$ cat config.mk
export PLATFORM = sky130hd
export DESIGN_NAME = delay_line_hs
export DESIGN_NICKNAME = d
export VERILOG_FILES = /design/src/rtl/delay_line_hs.sv
export SDC_FILE = /design/constraint.sdc
export NUM_CORES = 1
export LEC_CHECK = 0
export CELL_PAD_IN_SITES_DETAIL_PLACEMENT = 2
export CELL_PAD_IN_SITES_GLOBAL_PLACEMENT = 2
export CORE_ASPECT_RATIO = 0.5
export CORE_MARGIN = 3
export CORE_UTILIZATION = 39
export DETAILED_ROUTE_END_ITERATION = 6
export PLACE_DENSITY_LB_ADDON = 0.1
export SLEW_MARGIN = 20
export SYNTH_ARGS = -nofsm -noshare
export SYNTH_HDL_FRONTEND = slang
export SYNTH_SLANG_ARGS = --single-unit
$ cat constraint.sdc
create_clock -name clk -period 8.9 [get_ports clk]
set_input_delay 1.335 -clock clk [delete_from_list [all_inputs] [get_ports clk]]
set_output_delay 1.335 -clock clk [all_outputs]
set_load 0.03 [all_outputs]
$ cat src/rtl/delay_line_hs.sv
// Multi-stage paired-vector delay line with valid/ready handshake, bubble collapse,
// synchronous flush and occupancy count. Optional macro: DELAY_LINE_ZERO_INVALID_EN.

module delay_line_hs_stage #(
  parameter int W = 256
) (
  input  logic         clk,
  input  logic         clr,
  input  logic         ld,
  input  logic         src_v,
  input  logic [W-1:0] src_d,
  output logic         vld,
  output logic [W-1:0] dat
);
  always_ff @(posedge clk)
    if (clr)     vld <= 1'b0;
    else if (ld) vld <= src_v;

`ifdef DELAY_LINE_ZERO_INVALID_EN
  // Data tracks the valid bit: a stage holding a bubble always reads zero.
  always_ff @(posedge clk)
    if (clr)     dat <= '0;
    else if (ld) dat <= src_v ? src_d : '0;
`else
  always_ff @(posedge clk)
    if (ld) dat <= src_d;
`endif
endmodule

module delay_line_hs #(
  parameter int REG_WIDTH = 16,
  parameter int VECTOR    = 8,
  parameter int DEPTH     = 4
) (
  input  logic                               clk,
  input  logic                               rst,
  input  logic                               flush,
  input  logic                               in_valid,
  output logic                               in_ready,
  input  logic [VECTOR-1:0][REG_WIDTH-1:0]   a_n_1,
  input  logic [VECTOR-1:0][REG_WIDTH-1:0]   b_n_1,
  output logic                               out_valid,
  input  logic                               out_ready,
  output logic [VECTOR-1:0][REG_WIDTH-1:0]   a_n,
  output logic [VECTOR-1:0][REG_WIDTH-1:0]   b_n,
  output logic [$clog2(DEPTH+1)-1:0]         count
);
  if (DEPTH < 1) begin : g_depth_chk
    $error("delay_line_hs: DEPTH must be >= 1");
  end

  localparam int W  = 2 * VECTOR * REG_WIDTH;
  localparam int CW = $clog2(DEPTH+1);

  typedef struct packed {
    logic [VECTOR-1:0][REG_WIDTH-1:0] a;
    logic [VECTOR-1:0][REG_WIDTH-1:0] b;
  } beat_t;

  logic [DEPTH-1:0]        vld_pipe;
  logic [DEPTH-1:0]        ld;
  logic [DEPTH-1:0]        src_v;
  logic [DEPTH-1:0][W-1:0] src_d;
  logic [DEPTH-1:0][W-1:0] stg_dat;
  beat_t                   in_beat, out_beat;
  logic                    acc_in, cons, clr;

  // A stage may load if it is empty or everything downstream of it moves.
  always_comb begin
    logic open;
    open = out_ready;
    ld   = '0;
    for (int i = DEPTH-1; i >= 0; i--) begin
      open  = open | ~vld_pipe[i];
      ld[i] = open;
    end
  end

  assign in_ready  = ld[0] & ~flush & ~rst;
  assign acc_in    = in_valid & in_ready;
  assign cons      = out_valid & out_ready;
  assign clr       = rst | flush;
  assign in_beat.a = a_n_1;
  assign in_beat.b = b_n_1;

  always_comb begin
    src_v    = '0;
    src_d    = '0;
    src_v[0] = acc_in;
    src_d[0] = in_beat;
    for (int i = 1; i < DEPTH; i++) begin
      src_v[i] = vld_pipe[i-1];
      src_d[i] = stg_dat[i-1];
    end
  end

  for (genvar i = 0; i < DEPTH; i++) begin : g_stg
    delay_line_hs_stage #(.W(W)) u_stg (
      .clk  (clk),
      .clr  (clr),
      .ld   (ld[i]),
      .src_v(src_v[i]),
      .src_d(src_d[i]),
      .vld  (vld_pipe[i]),
      .dat  (stg_dat[i])
    );
  end

  assign out_beat  = beat_t'(stg_dat[DEPTH-1]);
  assign out_valid = vld_pipe[DEPTH-1];
  assign a_n       = out_beat.a;
  assign b_n       = out_beat.b;

  always_ff @(posedge clk)
    if (clr)                 count <= '0;
    else if (acc_in && !cons) count <= count + CW'(1);
    else if (!acc_in && cons) count <= count - CW'(1);
endmodule

==> results of run 1 <==
[through the flow]
step | std cells | hold slack (ps) | cell area (µm²)
global placement | 2624 | 400 | 37700
floorplan | 1058 | 400 | 31100
[logic make-up after synthesis]
| logic type | share of synthesized area |
|---|---|
| flops | 0.994 |
| compound gates | 0.00129 |
| simple gates | 0.00222 |
| mux | 0.000322 |
| buf+inv | 0.000483 |
| fa+ha+maj | 0.00105 |
| xor+xnor | 0.000564 |
==> qor.json, run 1 <==
{
  "status": {
    "outcome": "stopped before the end",
    "failing_step": "detailed placement",
    "first-error": "[ERROR DPL-0033] detailed placement checks failed during check placement."
  },
  "place": {
    "detailed_place_hpwl_um": 53900,
    "globalplace.congestion": 0.753,
    "port_buffers": 521
  },
  "floorplan": {
    "initial_core_util": 0.398,
    "dieHeight_um": 206,
    "rows": 72,
    "die-width_um": 405,
    "num_io_pins": 522
  },
  "logic_synthesis": {
    "synth_largest_type_area_fraction": 0.990,
    "leading_post_synthesis_cells_by_cell_area": "sky130_fd_sc_hd__edfxtp_1, sky130_fd_sc_hd__dfxtp_1, sky130_fd_sc_hd__o21a_1",
    "ys_ff_latch": 1031,
    "async_reset_ff_frac": 0,
    "synth_enable_flop_cells": 1024,
    "yosysWarningCount": 0,
    "post_synthesis_net_count": 1321,
    "synth.cells.most_frequent": "sky130_fd_sc_hd__edfxtp_1, sky130_fd_sc_hd__dfxtp_1, sky130_fd_sc_hd__nor3_1, sky130_fd_sc_hd__inv_1, sky130_fd_sc_hd__o21a_1",
    "synth-seq-area-share": 0.994,
    "synth_cells": 1058,
    "syn-mean-instance-area_um2": 29.4,
    "synth_largest_area_cell": "sky130_fd_sc_hd__edfxtp_1",
    "ys_dominant_reg_cell": "sky130_fd_sc_hd__edfxtp_1",
    "synthDistinctLibCells": 20,
    "synthesized_cell_area_um2": 31100,
    "synthMostInstantiatedCell": "sky130_fd_sc_hd__edfxtp_1"
  }
}
==> run 2: changes to the inputs <==
CELL_PAD_IN_SITES_DETAIL_PLACEMENT = not set   (was 2)
CELL_PAD_IN_SITES_GLOBAL_PLACEMENT = not set   (was 2)
CORE_ASPECT_RATIO = not set   (was 0.5)
CORE_UTILIZATION = 24   (was 39)
PLACE_DENSITY_LB_ADDON = 0.15   (was 0.1)
==> run 2 against run 1 <==
  * The run now ends clean
  * Synthesized area unchanged
  * Synthesized cell count unchanged
==> qor.json, run 2 <==
{
  "status": {
    "outcome": "completed"
  },
  "worst_hold_path": {
    "min_delay_path_depth": 0,
    "min_delay_startpoint": "g_stg[0].u_stg.dat[80]$_DFFE_PN_",
    "hold_path.class": "register to register"
  },
  "global_route": {
    "grt_start_max_net_pins": 131,
    "grt_overflow": 0,
    "first_global_vias": 13661,
    "grt.total_usage": 0.0958,
    "grt_first_pass_wirelength_um": 94300,
    "antenna_found_initial": 13
  },
  "logic_synthesis": {
    "post_synthesis_net_count": {"value": 1321, "change": "unchanged"},
    "synth_simple_gate_area_frac": {"value": 0.00221, "change": "unchanged"},
    "synth-seq-area-share": {"value": 0.994, "change": "unchanged"},
    "synth_largest_area_cell": "sky130_fd_sc_hd__edfxtp_1",
    "async_reset_ff_frac": {"value": 0, "change": "unchanged"},
    "yosysWarningCount": {"value": 0, "change": "unchanged"},
    "synthMuxAreaShare": {"value": 0.000322, "change": "unchanged"},
    "synth_largest_type_area_fraction": {"value": 0.990, "change": "unchanged"},
    "synthesized_cell_area": {"value": 31100, "unit": "µm²", "change": "unchanged"},
    "ys_ff_latch": {"value": 1031, "change": "unchanged"},
    "synthDistinctLibCells": {"value": 20, "change": "unchanged"},
    "synth.cells.most_frequent": "sky130_fd_sc_hd__edfxtp_1, sky130_fd_sc_hd__dfxtp_1, sky130_fd_sc_hd__nor3_1, sky130_fd_sc_hd__inv_1, sky130_fd_sc_hd__o21a_1",
    "ys_dominant_reg_cell": "sky130_fd_sc_hd__edfxtp_1",
    "syn-mean-instance-area": {"value": 29.4, "unit": "µm²", "change": "unchanged"},
    "adder_cell_area_share_of_the_yosys_netlist": {"value": 0.00105, "change": "unchanged"},
    "synth_enable_flop_cells": {"value": 1024, "change": "unchanged"},
    "synthMostInstantiatedCell": "sky130_fd_sc_hd__edfxtp_1",
    "synth_compound_area_frac": {"value": 0.00129, "change": "unchanged"},
    "synthXorXnorAreaFrac": {"value": 0.000564, "change": "unchanged"},
    "synth_cells": {"value": 1058, "change": "unchanged"},
    "largest_family_of_logic_cells_by_synthesized_area": "simple AND/OR/NAND/NOR gates",
    "leading_post_synthesis_cells_by_cell_area": "sky130_fd_sc_hd__edfxtp_1, sky130_fd_sc_hd__dfxtp_1, sky130_fd_sc_hd__o21a_1"
  },
  "final_layout": {
    "largest-register": "g_stg.u_stg.dat",
    "finalCoreUtilization": 0.329,
    "largest_registers": "g_stg.u_stg.dat x1024, g_stg.u_stg.vld x4, count x3",
    "num-fill-cells": 12116,
    "largest_register_ff_count": 1024,
    "highest_count_cells_in_the_layout_ignoring_fill_and_taps": "sky130_fd_sc_hd__edfxtp_1, sky130_fd_sc_hd__clkdlybuf4s50_1, sky130_fd_sc_hd__clkbuf_16",
    "final_layout_size_suffix_gt1_frac": 0.0943,
    "fin_nets": 1964,
    "layout_commonest_cell": "sky130_fd_sc_hd__edfxtp_1",
    "flow.area_growth_from_synthesis_pct": 35.4
  },
  "critical_path": {
    "ws_path_type": "input port to primary output",
    "crit_buf_inv": 2,
    "crit_chain": "clkdlybuf4s50_1 -> and4b_1 -> and2_4 -> nor3_1 -> clkdlybuf4s50_1",
    "critical_path.reg2reg.startpoint": "g_stg[2].u_stg.vld$_SDFFE_PP0P_",
    "cp_max_fo": 3,
    "worstSetupPathDepth": 5,
    "start_kind": "input port",
    "crit_path_required_time_ps": 7570,
    "setup.worst_path.start": "out_ready",
    "worstSetupEndpointType": "primary output",
    "slowest_stage": "sky130_fd_sc_hd__clkdlybuf4s50_1",
    "r2r_cells": 5,
    "worstPathArrival_ps": 3240,
    "cp_top_family": "buffers and inverters",
    "cp_slowest_stage_delay_ps": 710,
    "path_common_cell": "sky130_fd_sc_hd__clkdlybuf4s50_1"
  },
  "detailed_routing": {
    "vias_per_cell": 3.55,
    "post-route-drc-count": 0,
    "drt_wl_total_um": 65300,
    "routed_wire_length_per_instance_um": 18.5,
    "drt_first_pass_iters": 4,
    "via_count": 12524,
    "ant_nets": 0,
    "drt_iter0_drc": 798
  },
  "clock_tree": {
    "tritoncts": "done",
    "cts.hold.buffers_added": 0,
    "clk_pin_slew_ps": 60,
    "cts_max_path_buffers": 3,
    "htree_num_levels": 3,
    "post_cts_setup_buffer_count": 0,
    "post_cts_resized": 0,
    "cts_buffers": 108,
    "clock_sinks": 1031,
    "clkLatencyLatePin_ps": 660,
    "clock_tree.root_cell": "sky130_fd_sc_hd__clkbuf_16"
  },
  "power_and_ir_drop": {
    "flop_pwr_share": 0.542,
    "clock_network_fraction_of_total_power": 0.420,
    "cellPowerDensity_nw_per_um2": 248,
    "switchingPower_w": 0.00209,
    "switching_share": 0.201,
    "p_leak_nw": 14.8,
    "comb_power_share": 0.038,
    "max-vdd-ir-drop_mv": 0.121,
    "intPower_w": 0.00833
  },
  "floorplan": {
    "design.die.area_um2": 134000,
    "die-width": {"value": 366, "unit": "µm", "change": "-9.7%"},
    "rows": {"value": 131, "change": "+82%"},
    "core_um2": 128000,
    "dieHeight": {"value": 366, "unit": "µm", "change": "+78%"},
    "initial_core_util": {"value": 0.243, "change": "-0.155"},
    "num_io_pins": {"value": 522, "change": "unchanged"}
  },
  "sta": {
    "setup_tns_after_final_layout_ps": 0,
    "finalSetupViolations": 0,
    "tightest_slew_ps": 1210,
    "layout_min_cycle_time_ps": 4570,
    "timing.final.crit_share": 0.514,
    "max_freq_ghz": 0.219,
    "slew_headroom": 0.192,
    "finalHoldViolCount": 0,
    "fin_worst_skew_ps": 16.7,
    "drv_slew": 0,
    "unrepaired_setup_endpoints_after_global_routing": "false"
  },
  "job": {
    "maxCapViolCount": 0
  },
  "place": {
    "detailed_place_hpwl": {"value": 41500, "unit": "µm", "change": "-23%"},
    "globalplace.congestion": {"value": 0.715, "change": "-5.1%"},
    "port_buffers": {"value": 521, "change": "unchanged"}
  }
}
run 2: worst reg2reg max path, cell delays in order (launching register included):
cell                      delay (ps)
sky130_fd_sc_hd__dfxtp_1         350
sky130_fd_sc_hd__and4b_1         290
sky130_fd_sc_hd__and2_4          220
sky130_fd_sc_hd__inv_8           370
sky130_fd_sc_hd__buf_4           760
sky130_fd_sc_hd__buf_4           830
run 2: path summary, 6_finish.rpt:
kind,end,slack [ps]
min reg2reg,g_stg[1].u_stg.dat[80]$_DFFE_PP_,410
max reg2reg,g_stg[0].u_stg.dat[58]$_DFFE_PN_,5560
max,in_ready,4330
min,g_stg[1].u_stg.dat[80]$_DFFE_PP_,410
run 2: metrics by stage:
step | total power [W] | instance area [µm²] | hold slack (ps) | cells | worst slack, ps
2_1_floorplan | 0.00586 | 31100 | 400 | 1058 | 1220
3_3_place_gp | 0.00616 | 38600 | 400 | 3320 | 4000
3_5_place_dp | 0.00616 | 38600 | 405 | 3320 | 3920
4_1_cts | 0.0106 | 42100 | 394 | 3522 | 4330
5_1_grt | 0.0109 | 42100 | 407 | 3522 | 4250
6_report | 0.0104 | 42100 | 410 | 3528 | 4330
run 2: cells by family after synthesis:
family / Yosys count
compound gates: 6
xor+xnor: 2
flops: 1031
mux: 1
buf+inv: 4
simple gates: 12
fa+ha+maj: 2
run 2: power by group through the flow:
stage          clock (W)  combinational [W]  sequential [W]
2_1_floorplan          0         0.00000355         0.00586
3_3_place_gp           0           0.000404         0.00575
3_5_place_dp           0           0.000401         0.00576
4_1_cts          0.00458           0.000403         0.00566
5_1_grt          0.00477           0.000412         0.00568
6_report         0.00438           0.000396         0.00566
run 2: metal layers:
metal,GRT usage,wire [µm],up-vias
li1,-,-,5654
met4,0.0335,1470,8
met1,0.119,27500,6289
met5,0,54,-
met3,0.0421,6340,105
met2,0.149,29900,468
run 2: cell type report:
type,instances,area (µm²),area share
antenna,6,15.0,0.000357
clock buffer,130,2870,0.0682
clock inverter,72,609,0.0145
inverter,4,37.5,0.000892
multi-input combinational,23,176,0.00419
sequential,1031,30900,0.734
tap,1729,2160,0.0514
timing repair buffer,533,5320,0.126
Note: power is estimated with default switching activity, not from simulation.
